==> src/rtl/i2s_pkg.sv <==
// Shared I2S constants and types for the capture deserializer and the playback serializer.
package i2s_pkg;

  localparam int I2S_DATA_W = 24;
  localparam int I2S_SLOT_W = 32;

  localparam logic CH_LEFT  = 1'b0;
  localparam logic CH_RIGHT = 1'b1;

  typedef enum logic [1:0] {
    HUNT  = 2'd0,
    SHIFT = 2'd1,
    WAIT  = 2'd2
  } i2s_rx_state_t;

endpackage

==> src/rtl/i2s_sync_edge.sv <==
// Multi-stage synchronizer for one asynchronous input; latency STAGES Clk, then a 1-Clk rise/fall pulse.
// No backpressure: the input is sampled every Clk.
module i2s_sync_edge #(
  parameter int STAGES = 2
) (
  input  logic clk,
  input  logic rst,
  input  logic d,
  output logic sync_q,
  output logic rise,
  output logic fall
);

  logic [STAGES-1:0] chain_q, chain_d;
  logic              prev_q, prev_d;

  always_comb begin
    chain_d    = chain_q << 1;
    chain_d[0] = d;
    prev_d     = chain_q[STAGES-1];
  end

  always_ff @(posedge clk or posedge rst) begin
    if (rst) begin
      chain_q <= '0;
      prev_q  <= 1'b0;
    end else begin
      chain_q <= chain_d;
      prev_q  <= prev_d;
    end
  end

  assign sync_q = chain_q[STAGES-1];
  assign rise   = sync_q & ~prev_q;
  assign fall   = ~sync_q & prev_q;

endmodule

==> src/rtl/i2s_rx_deserializer.sv <==
// I2S capture: codec-mastered SCLK/LRCLK/ADCDAT to parallel L/R pairs; valid rises SYNC_STAGES+2 Clk after the right LSB rise.
// valid/ready output; an unaccepted pair is overwritten by the next one and flags overrun.
module i2s_rx_deserializer
  import i2s_pkg::*;
#(
  parameter int DATA_W      = I2S_DATA_W,
  parameter int SYNC_STAGES = 2
) (
  input  logic              Clk,
  input  logic              Reset,
  input  logic              SCLK,
  input  logic              LRCLK,
  input  logic              ADCDAT,
  input  logic              enable,
  output logic [DATA_W-1:0] sample_left,
  output logic [DATA_W-1:0] sample_right,
  output logic              sample_valid,
  input  logic              sample_ready,
  output logic              overrun,
  output logic              frame_err,
  input  logic              clear_flags,
  output logic [7:0]        level
);

  localparam int CNT_W = $clog2(DATA_W + 1);

  logic sclk_s, sclk_rise, sclk_fall;
  logic lrclk_s, lr_rise, lr_fall;
  logic adc_s, adc_rise, adc_fall;

  i2s_sync_edge #(.STAGES(SYNC_STAGES)) u_sync_sclk (
    .clk(Clk), .rst(Reset), .d(SCLK), .sync_q(sclk_s), .rise(sclk_rise), .fall(sclk_fall)
  );
  i2s_sync_edge #(.STAGES(SYNC_STAGES)) u_sync_lrclk (
    .clk(Clk), .rst(Reset), .d(LRCLK), .sync_q(lrclk_s), .rise(lr_rise), .fall(lr_fall)
  );
  i2s_sync_edge #(.STAGES(SYNC_STAGES)) u_sync_adc (
    .clk(Clk), .rst(Reset), .d(ADCDAT), .sync_q(adc_s), .rise(adc_rise), .fall(adc_fall)
  );

  i2s_rx_state_t     state_q, state_d;
  logic [CNT_W-1:0]  bit_cnt_q, bit_cnt_d;
  logic              chan_q, chan_d;
  logic              lr_prev_q, lr_prev_d;
  logic [DATA_W-1:0] shreg_q, shreg_d;
  logic [DATA_W-1:0] hold_l_q, hold_l_d;
  logic              hold_l_vld_q, hold_l_vld_d;
  logic [DATA_W-1:0] sample_left_q, sample_left_d;
  logic [DATA_W-1:0] sample_right_q, sample_right_d;
  logic              sample_valid_q, sample_valid_d;
  logic              overrun_q, overrun_d;
  logic              frame_err_q, frame_err_d;
  logic [7:0]        level_q, level_d;

  logic              lr_chg;
  logic              pair_done;
  logic              frame_err_set;
  logic [DATA_W-1:0] neg_left, mag;
  logic [7:0]        cand;
  logic              unused_bits;

  // LRCLK is only meaningful at SCLK rises; lr_prev tracks its value at the previous rise.
  assign lr_chg = sclk_rise && (lrclk_s != lr_prev_q);

  always_comb begin
    state_d       = state_q;
    bit_cnt_d     = bit_cnt_q;
    chan_d        = chan_q;
    shreg_d       = shreg_q;
    hold_l_d      = hold_l_q;
    hold_l_vld_d  = hold_l_vld_q;
    lr_prev_d     = sclk_rise ? lrclk_s : lr_prev_q;
    pair_done     = 1'b0;
    frame_err_set = 1'b0;
    if (!enable) begin
      state_d      = HUNT;
      bit_cnt_d    = '0;
      hold_l_vld_d = 1'b0;
    end else begin
      case (state_q)
        HUNT: begin
          if (lr_chg && lrclk_s == CH_LEFT) begin
            state_d   = SHIFT;
            bit_cnt_d = '0;
            chan_d    = CH_LEFT;
          end
        end
        SHIFT: begin
          if (bit_cnt_q == CNT_W'(DATA_W)) begin
            state_d = WAIT;
            if (chan_q == CH_LEFT) begin
              hold_l_d     = shreg_q;
              hold_l_vld_d = 1'b1;
            end else begin
              pair_done    = hold_l_vld_q;
              hold_l_vld_d = 1'b0;
            end
          end else if (lr_chg) begin
            frame_err_set = 1'b1;
            bit_cnt_d     = '0;
            hold_l_vld_d  = 1'b0;
            if (lrclk_s == CH_LEFT) begin
              state_d = SHIFT;
              chan_d  = CH_LEFT;
            end else begin
              state_d = HUNT;
            end
          end else if (sclk_rise) begin
            shreg_d   = {shreg_q[DATA_W-2:0], adc_s};
            bit_cnt_d = bit_cnt_q + CNT_W'(1);
          end
        end
        WAIT: begin
          if (lr_chg) begin
            state_d   = SHIFT;
            bit_cnt_d = '0;
            chan_d    = lrclk_s ? CH_RIGHT : CH_LEFT;
          end
        end
        default: state_d = HUNT;
      endcase
    end
  end

  // Saturating magnitude of the left sample; the most negative code maps to full scale.
  always_comb begin
    neg_left = -hold_l_q;
    if (!hold_l_q[DATA_W-1]) begin
      mag = hold_l_q;
    end else if (neg_left[DATA_W-1]) begin
      mag = {1'b0, {(DATA_W-1){1'b1}}};
    end else begin
      mag = neg_left;
    end
    cand = mag[DATA_W-2 -: 8];
  end

  assign unused_bits = ^{sclk_s, sclk_fall, lr_rise, lr_fall, adc_rise, adc_fall,
                         mag[DATA_W-1], mag[DATA_W-10:0]};

  always_comb begin
    sample_left_d  = sample_left_q;
    sample_right_d = sample_right_q;
    sample_valid_d = sample_valid_q;
    overrun_d      = overrun_q;
    frame_err_d    = frame_err_q;
    level_d        = level_q;
    if (pair_done) begin
      sample_left_d  = hold_l_q;
      sample_right_d = shreg_q;
      sample_valid_d = 1'b1;
      if (sample_valid_q && !sample_ready) begin
        overrun_d = 1'b1;
      end
      if (cand > level_q) begin
        level_d = cand;
      end else if (level_q != 8'd0) begin
        level_d = level_q - 8'd1;
      end
    end else if (sample_valid_q && sample_ready) begin
      sample_valid_d = 1'b0;
    end
    if (frame_err_set) begin
      frame_err_d = 1'b1;
    end
    if (clear_flags) begin
      overrun_d   = 1'b0;
      frame_err_d = 1'b0;
    end
  end

  always_ff @(posedge Clk or posedge Reset) begin
    if (Reset) begin
      state_q        <= HUNT;
      bit_cnt_q      <= '0;
      chan_q         <= CH_LEFT;
      lr_prev_q      <= 1'b0;
      shreg_q        <= '0;
      hold_l_q       <= '0;
      hold_l_vld_q   <= 1'b0;
      sample_left_q  <= '0;
      sample_right_q <= '0;
      sample_valid_q <= 1'b0;
      overrun_q      <= 1'b0;
      frame_err_q    <= 1'b0;
      level_q        <= 8'd0;
    end else begin
      state_q        <= state_d;
      bit_cnt_q      <= bit_cnt_d;
      chan_q         <= chan_d;
      lr_prev_q      <= lr_prev_d;
      shreg_q        <= shreg_d;
      hold_l_q       <= hold_l_d;
      hold_l_vld_q   <= hold_l_vld_d;
      sample_left_q  <= sample_left_d;
      sample_right_q <= sample_right_d;
      sample_valid_q <= sample_valid_d;
      overrun_q      <= overrun_d;
      frame_err_q    <= frame_err_d;
      level_q        <= level_d;
    end
  end

  assign sample_left  = sample_left_q;
  assign sample_right = sample_right_q;
  assign sample_valid = sample_valid_q;
  assign overrun      = overrun_q;
  assign frame_err    = frame_err_q;
  assign level        = level_q;

endmodule
==> config.mk <==
export PLATFORM = sky130hd
export DESIGN_NAME = i2s_rx_deserializer
export DESIGN_NICKNAME = d
export VERILOG_FILES = /design/src/rtl/i2s_pkg.sv /design/src/rtl/i2s_sync_edge.sv /design/src/rtl/i2s_rx_deserializer.sv
export SDC_FILE = /design/constraint.sdc
export NUM_CORES = 1
export LEC_CHECK = 0
export CORE_ASPECT_RATIO = 0.6
export CORE_MARGIN = 5
export CORE_UTILIZATION = 50
export CTS_CLUSTER_DIAMETER = 150
export DETAILED_ROUTE_END_ITERATION = 8
export GPL_TIMING_DRIVEN = 0
export HOLD_SLACK_MARGIN = 0.15
export PLACE_DENSITY = 0.79
export SYNTH_ARGS = -nofsm -noshare
export SYNTH_HDL_FRONTEND = slang
export SYNTH_SLANG_ARGS = --single-unit
==> constraint.sdc <==
create_clock -name Clk -period 4.39 [get_ports Clk]
set_input_delay 0.878 -clock Clk [delete_from_list [all_inputs] [get_ports Clk]]
set_output_delay 0.878 -clock Clk [all_outputs]
set_load 0.05 [all_outputs]
==> impl_metrics.env, run 1 <==
export IMPL_status="finished clean"
export IMPL_wl_mm=14.09
export IMPL_critPathKind="reg2reg"
export IMPL_io_pins=67
export IMPL_synth_net_count=560
export IMPL_power_total_uw=2777
export IMPL_tightest_slew_ns=0.8587
export IMPL_yosys_top_cells_count="nand2_1 (161), dfrtp_1 (124), mux2_2 (44), inv_1 (23), o21ai_0 (19)"
export IMPL_synth_edf_count=0
export IMPL_grt_max_degree=93
export IMPL_synth_flop_cell="dfrtp_1"
export IMPL_synth_adder_area_share_pct=3.367
export IMPL_synth_top_family_by_area="simple AND/OR/NAND/NOR gates"
export IMPL_synth_mux_area_share_pct=9.607
export IMPL_ys_ff_latch=124
export IMPL_worst_setup_path_end_kind="flop"
export IMPL_synth_simple_area_share_pct=19.03
export IMPL_synth_xor_area_share_pct=0.3143
export IMPL_min_period_ns=4.005
export IMPL_yosys_area_top_type="dfrtp_1"
export IMPL_die_x_um=146.3
export IMPL_synthCells=537
export IMPL_critPathLaunchType="flop"
export IMPL_yosys_top_cells_area="dfrtp_1 (56%), nand2_1 (11%), mux2_2 (8.9%)"
export IMPL_finalMaxSlewViolations=0
export IMPL_ir_drop_mv=0.3194
export IMPL_worstPathMaxFanout=8
export IMPL_synth_yosys_seq_area_share_pct=55.67
export IMPL_ys_types=55
export IMPL_dr_total_vias=4415
export IMPL_drt_antenna_violating_nets=0
export IMPL_portBuffers=66
export IMPL_fin_hold_ws_ns=0.3437
export IMPL_crit_required_ns=4.68
export IMPL_power_density_mw_per_mm2=395.1
export IMPL_coreArea_sq_mm=0.01074
export IMPL_syn_area_per_cell_sq_um=10.38
export IMPL_skew_ns=0.01074
export IMPL_h_tree_depth=4
export IMPL_grt_setup_unrepaired="false"
export IMPL_synth_compound_area_share_pct=8.732
export IMPL_cts_sinks=124
export IMPL_syn_area_sq_mm=0.005574
export IMPL_drc=0
export IMPL_cts_buffer_depth=2
export IMPL_grt_pass1_wl_mm=23.81
export IMPL_insertion_delay_ns=0.41
export IMPL_grtUsageTotal_pct=22.14
export IMPL_cap_violations=0
export IMPL_first_iter_violations=384
export IMPL_cts_buffers=17
export IMPL_ys_warn_count=0
export IMPL_antenna_found_initial=0
export IMPL_ctsResizeCount=0
export IMPL_fin_crit_sh_pct=91.22
export IMPL_ctsHoldBuffers=0
export IMPL_setup_violations=0
export IMPL_yosysMostFrequentCell="nand2_1"
export IMPL_gp_congestion=0.8999
export IMPL_grt_pass1_vias=4621
export IMPL_clkSlewWorstSetupHoldPaths_ns=0.06
export IMPL_diodes=0
export IMPL_power_leakage_uw=0.003406
export IMPL_drtPass1Iterations=4
export IMPL_drive_above_1_share_pct=14.47
export IMPL_max_freq_mhz=249.7
export IMPL_yosysTopAreaCellShare_pct=55.67
export IMPL_dieArea_sq_mm=0.01343
export IMPL_gr_total_overflow=0
export IMPL_rows=29
export IMPL_hold_viol=0
export IMPL_die_y_um=91.79
export IMPL_hpwl_mm=9.615
export IMPL_post_drt_via_cell_ratio=5.697
export IMPL_async_reset_ff_share_pct=100.0
export IMPL_min_delay_path_class="reg2reg"
export IMPL_root_buffer="clkbuf_16"
export IMPL_initial_core_util_pct=51.90
export IMPL_nets=646
export IMPL_route_detailed_wl_per_inst_um=18.18
export IMPL_slew_headroom_pct=42.44
export IMPL_area_growth_pct=26.08
export IMPL_worstPathArrival_ns=4.29
export IMPL_cts_tree="done"
export IMPL_post_cts_buffers=0
## path summary, 6_finish.rpt
check	startpoint	endpoint	slack (ns)	cells past startpoint
worst max-delay path	hold_l_q[7]	level[6]	0.39	10
worst min-delay path	u_sync_lrclk.chain_q[0]	u_sync_lrclk.chain_q[1]	0.34	0
worst max register to register	hold_l_q[7]	level[6]	0.39	10
worst min register to register	u_sync_lrclk.chain_q[0]	u_sync_lrclk.chain_q[1]	0.34	0
max in group asynchronous	Reset	shreg_q[1]	2.80	3
min in group asynchronous	Reset	sample_left[23]	0.83	2
## per-stage QoR
step | instance area, sq um | cells | setup slack, ns | TNS, ns | util, %
2_1_floorplan | 5574 | 537 | 0.2128 | 0 | -
3_3_place_gp | 6409 | 742 | -1.357 | -167.15 | 59.67
3_5_place_dp | 6441 | 743 | 0.5828 | 0 | 59.97
4_1_cts | 7028 | 775 | 0.4817 | 0 | 65.44
5_1_grt | 7028 | 775 | 0.2097 | 0 | 65.44
6_report | 7028 | 775 | 0.3853 | 0 | 65.44
## cell families after synthesis
logic type | count (synthesis)
AO/OA/AOI/OAI | 74
flip-flops | 124
AND/OR/NAND/NOR | 230
adder cells (fa/ha/maj) | 15
XOR/XNOR | 2
buffers and inverters | 44
multiplexers | 48
## sequential cells by signal, indices dropped and copies added (netlist names)
name	count
overrun	1
bit_cnt_q	5
level	8
u_sync_sclk.prev_q	1
state_q	2
hold_l_vld_q	1
u_sync_lrclk.chain_q	2
u_sync_sclk.chain_q	2
sample_left	24
chan_q	1
shreg_q	24
sample_valid	1
sample_right	24
hold_l_q	24
u_sync_adc.chain_q	2
lr_prev_q	1
frame_err	1
## metal layers
layer / vias to the layer above / wire length, um / GRT usage (%)
met4: 0 / 199 / 7.903
li1: 2039 / - / -
met2: 170 / 6282 / 33.67
met1: 2182 / 6609 / 30.18
met5: - / 0 / 0
met3: 24 / 998 / 7.044
## layout make-up
type	instances	area [sq um]
Tap cell	139	173.9
Clock inverter	10	112.6
Inverter	23	91.34
Fill cell	813	3712
Timing Repair Buffer	67	688.2
Sequential cell	124	3103
Multi-Input combinational cell	369	2288
Clock buffer	22	474.2
Buffer	21	96.34
## critical path: stages, from the launching register on
cell,delay [ns]
dfrtp_1,0.40
nor4_1,0.52
nand4_1,0.46
or3_1,0.44
a31oi_1,0.27
ha_1,0.30
and3_1,0.20
a221o_1,0.39
a22oi_2,0.40
nor2_1,0.16
a221o_1,0.33
## power breakdown
group | internal (uW) | switching [uW] | total (uW)
logic | 77.0 | 117 | 194
clock network | 880 | 500 | 1380
registers | 1170 | 30.1 | 1200
total | 2130 | 647 | 2780
## cells in the final DEF, fill, tap and decap left out, types with 5 or more instances in the layout
| master | netlist | final |
|---|---|---|
| clkbuf_1 | 12 | 14 |
| nand2b_1 | 6 | 6 |
| nand4_1 | 9 | 9 |
| a31oi_1 | 8 | 8 |
| o22ai_1 | 6 | 6 |
| nor2_1 | 14 | 14 |
| o21ai_0 | 19 | 19 |
| dfrtp_1 | 124 | 124 |
| mux2_2 | 44 | 44 |
| nor4_1 | 8 | 8 |
| clkbuf_16 | 0 | 17 |
| inv_1 | 23 | 22 |
| a21oi_1 | 12 | 12 |
| nand2_1 | 161 | 161 |
| clkdlybuf4s50_1 | 0 | 66 |
| nand3_1 | 5 | 5 |
| ha_1 | 15 | 15 |
Power figures use the tool's default switching activity.
==> run 2: changes to the inputs <==
--- a/config.mk
+++ b/config.mk
@@ -13,6 +13,7 @@
 export GPL_TIMING_DRIVEN = 0
 export HOLD_SLACK_MARGIN = 0.15
 export PLACE_DENSITY = 0.79
+export REMOVE_ABC_BUFFERS = 1
 export SYNTH_ARGS = -nofsm -noshare
 export SYNTH_HDL_FRONTEND = slang
 export SYNTH_SLANG_ARGS = --single-unit
==> run 2 against run 1 <==
Effect of this change:
- maximum frequency is 4.9% higher
- sequential share of layout area decreased by 0.11 points
- critical endpoint unchanged
- power shrank 1.6%
- clock power decreased by 3%
- clock skew shrank 0.0014 ns
- combinational power about the same
==> impl_metrics.env, run 2 (synthesized netlist as in run 1, its figures left out) <==
export IMPL_cpMostUsedCell="a221o_1"
export IMPL_initial_core_util_pct=51.90
export IMPL_coreArea_sq_mm=0.01074
export IMPL_rows=29
export IMPL_cts_sinks=124
export IMPL_crit_required_ns=4.68
export IMPL_io_pins=67
export IMPL_status="finished clean"
export IMPL_skew_ns=0.009303
export IMPL_placed_area_sq_mm=0.006470
export IMPL_min_period_ns=3.817
export IMPL_placedCellCount=727
export IMPL_fillers=822
export IMPL_critPathMaxStageDelay_ns=0.49
export IMPL_hold_viol=0
export IMPL_dieArea_sq_mm=0.01343
export IMPL_cts_buffers=17
export IMPL_post_drt_via_cell_ratio=5.563
export IMPL_worstPathArrival_ns=4.10
export IMPL_min_delay_path_class="reg2reg"
export IMPL_drc=0
export IMPL_critPathKind="reg2reg"
export IMPL_fin_util_pct=65.60
export IMPL_final_cell_mix="nand2_1 (161), dfrtp_1 (124), clkdlybuf4s50_1 (66)"
export IMPL_fin_area_sq_mm=0.007046
export IMPL_die_y_um=91.79
export IMPL_cts_buffer_depth=2
export IMPL_ir_drop_mv=0.3093
export IMPL_cts_tree="done"
export IMPL_drtPass1Iterations=4
export IMPL_grt_pass1_vias=4463
export IMPL_reg2reg_to="level[6]"
export IMPL_route_detailed_wl_per_inst_um=16.83
export IMPL_slew_headroom_pct=42.41
export IMPL_fin_hold_ws_ns=0.3534
export IMPL_post_cts_buffers=0
export IMPL_drt_antenna_violating_nets=0
export IMPL_cp_slowest_cell="nor4_1"
export IMPL_ff2ff_setup_slack_ns=0.57
export IMPL_worstRegToRegCells=10
export IMPL_drive_above_1_share_pct=14.52
export IMPL_ctsResizeCount=0
export IMPL_wl_mm=12.77
export IMPL_diodes=0
export IMPL_grt_setup_unrepaired="false"
export IMPL_whs_path_depth=0
export IMPL_gr_total_overflow=0
export IMPL_die_x_um=146.3
export IMPL_setup_violations=0
export IMPL_r2r_start="hold_l_q[1]"
export IMPL_power_density_mw_per_mm2=388.0
export IMPL_path_cells="nor4_1 > nand4_1 > or3_1 > a31oi_1 > ha_1 > and3_1 > a221o_1 > a22oi_2 > nor2_1 > a221o_1"
export IMPL_hpwl_mm=8.744
export IMPL_insertion_delay_ns=0.41
export IMPL_h_tree_depth=4
export IMPL_tns_ns=0
export IMPL_hold_end="u_sync_sclk.chain_q[1]"
export IMPL_antenna_found_initial=0
export IMPL_layout_commonest_cell="nand2_1"
export IMPL_min_from="u_sync_sclk.chain_q[0]"
export IMPL_dr_total_vias=4222
export IMPL_grt_max_degree=80
export IMPL_power_leakage_uw=0.003415
export IMPL_grt_pass1_wl_mm=22.07
export IMPL_fin_crit_sh_pct=86.95
export IMPL_worst_setup_path_end_kind="flop"
export IMPL_cpLargestDelayFamily="simple AND/OR/NAND/NOR gates"
export IMPL_finalNonFillerCells=759
export IMPL_worstPathMaxFanout=8
export IMPL_cp_buffers_inverters=0
export IMPL_first_iter_violations=309
export IMPL_nets=630
export IMPL_cap_violations=0
export IMPL_max_freq_mhz=262.0
export IMPL_clkSlewWorstSetupHoldPaths_ns=0.06
export IMPL_gp_congestion=0.8699
export IMPL_critPathLaunchType="flop"
export IMPL_tightest_slew_ns=0.8560
export IMPL_area_growth_pct=26.40
export IMPL_ctsHoldBuffers=0
export IMPL_root_buffer="clkbuf_16"
export IMPL_finalMaxSlewViolations=0
export IMPL_portBuffers=66
export IMPL_grtUsageTotal_pct=20.21
run 2: cell types whose count changed in the layout (fill, tap and decap cells not counted), moves of 2 or more:
| cell | change |
|---|---|
| nor3_2 | -3 |
| inv_6 | -2 |
| buf_2 | -4 |
| buf_4 | -3 |
| clkinv_4 | +4 |
| clkbuf_1 | -12 |
| buf_16 | +2 |
| nor3_4 | +3 |
| buf_8 | +2 |
run 2: final cells by class:
class                           instances  area (sq um)  area share, %
Sequential cell                       124          3103          44.04
Multi-Input combinational cell        369          2308          32.76
Clock inverter                          9         87.58          1.243
Tap cell                              139         173.9          2.468
Clock buffer                           23         488.0          6.926
Timing Repair Buffer                   72         793.3          11.26
Inverter                               23         91.34          1.296
run 2: layer usage:
metal  GRT usage [%]  up-vias  wire length (um)
met3           5.567       27               842
met4           8.998        0               277
met1           28.54     2062              6076
met5               0        -                 0
met2           29.36      128              5577
li1                -     2005                 -
run 2: worst max-delay path by stage:
stage | startpoint | end | cells after the start
4_1_cts | hold_l_q[1] | level[6] | 10
3_5_place_dp | hold_l_q[0] | level[6] | 10
3_3_place_gp | Reset | sample_left[18] | 2
6_report | hold_l_q[1] | level[6] | 10
5_1_grt | hold_l_q[0] | level[6] | 10
2_1_floorplan | Reset | bit_cnt_q[0] | 1
run 2: through the flow:
step           power, uW  worst slack [ns]
6_report            2733            0.5729
5_1_grt             2853            0.3533
4_1_cts             2760            0.6288
3_5_place_dp        1411            0.6813
3_3_place_gp        1394            -1.409
2_1_floorplan       1352            0.2128
run 2: report_power, final:
part / switching [uW] / internal (uW) / total, uW
logic: 114 / 76.8 / 191
registers: 27.8 / 1170 / 1200
clock network: 503 / 839 / 1340
total: 645 / 2090 / 2730
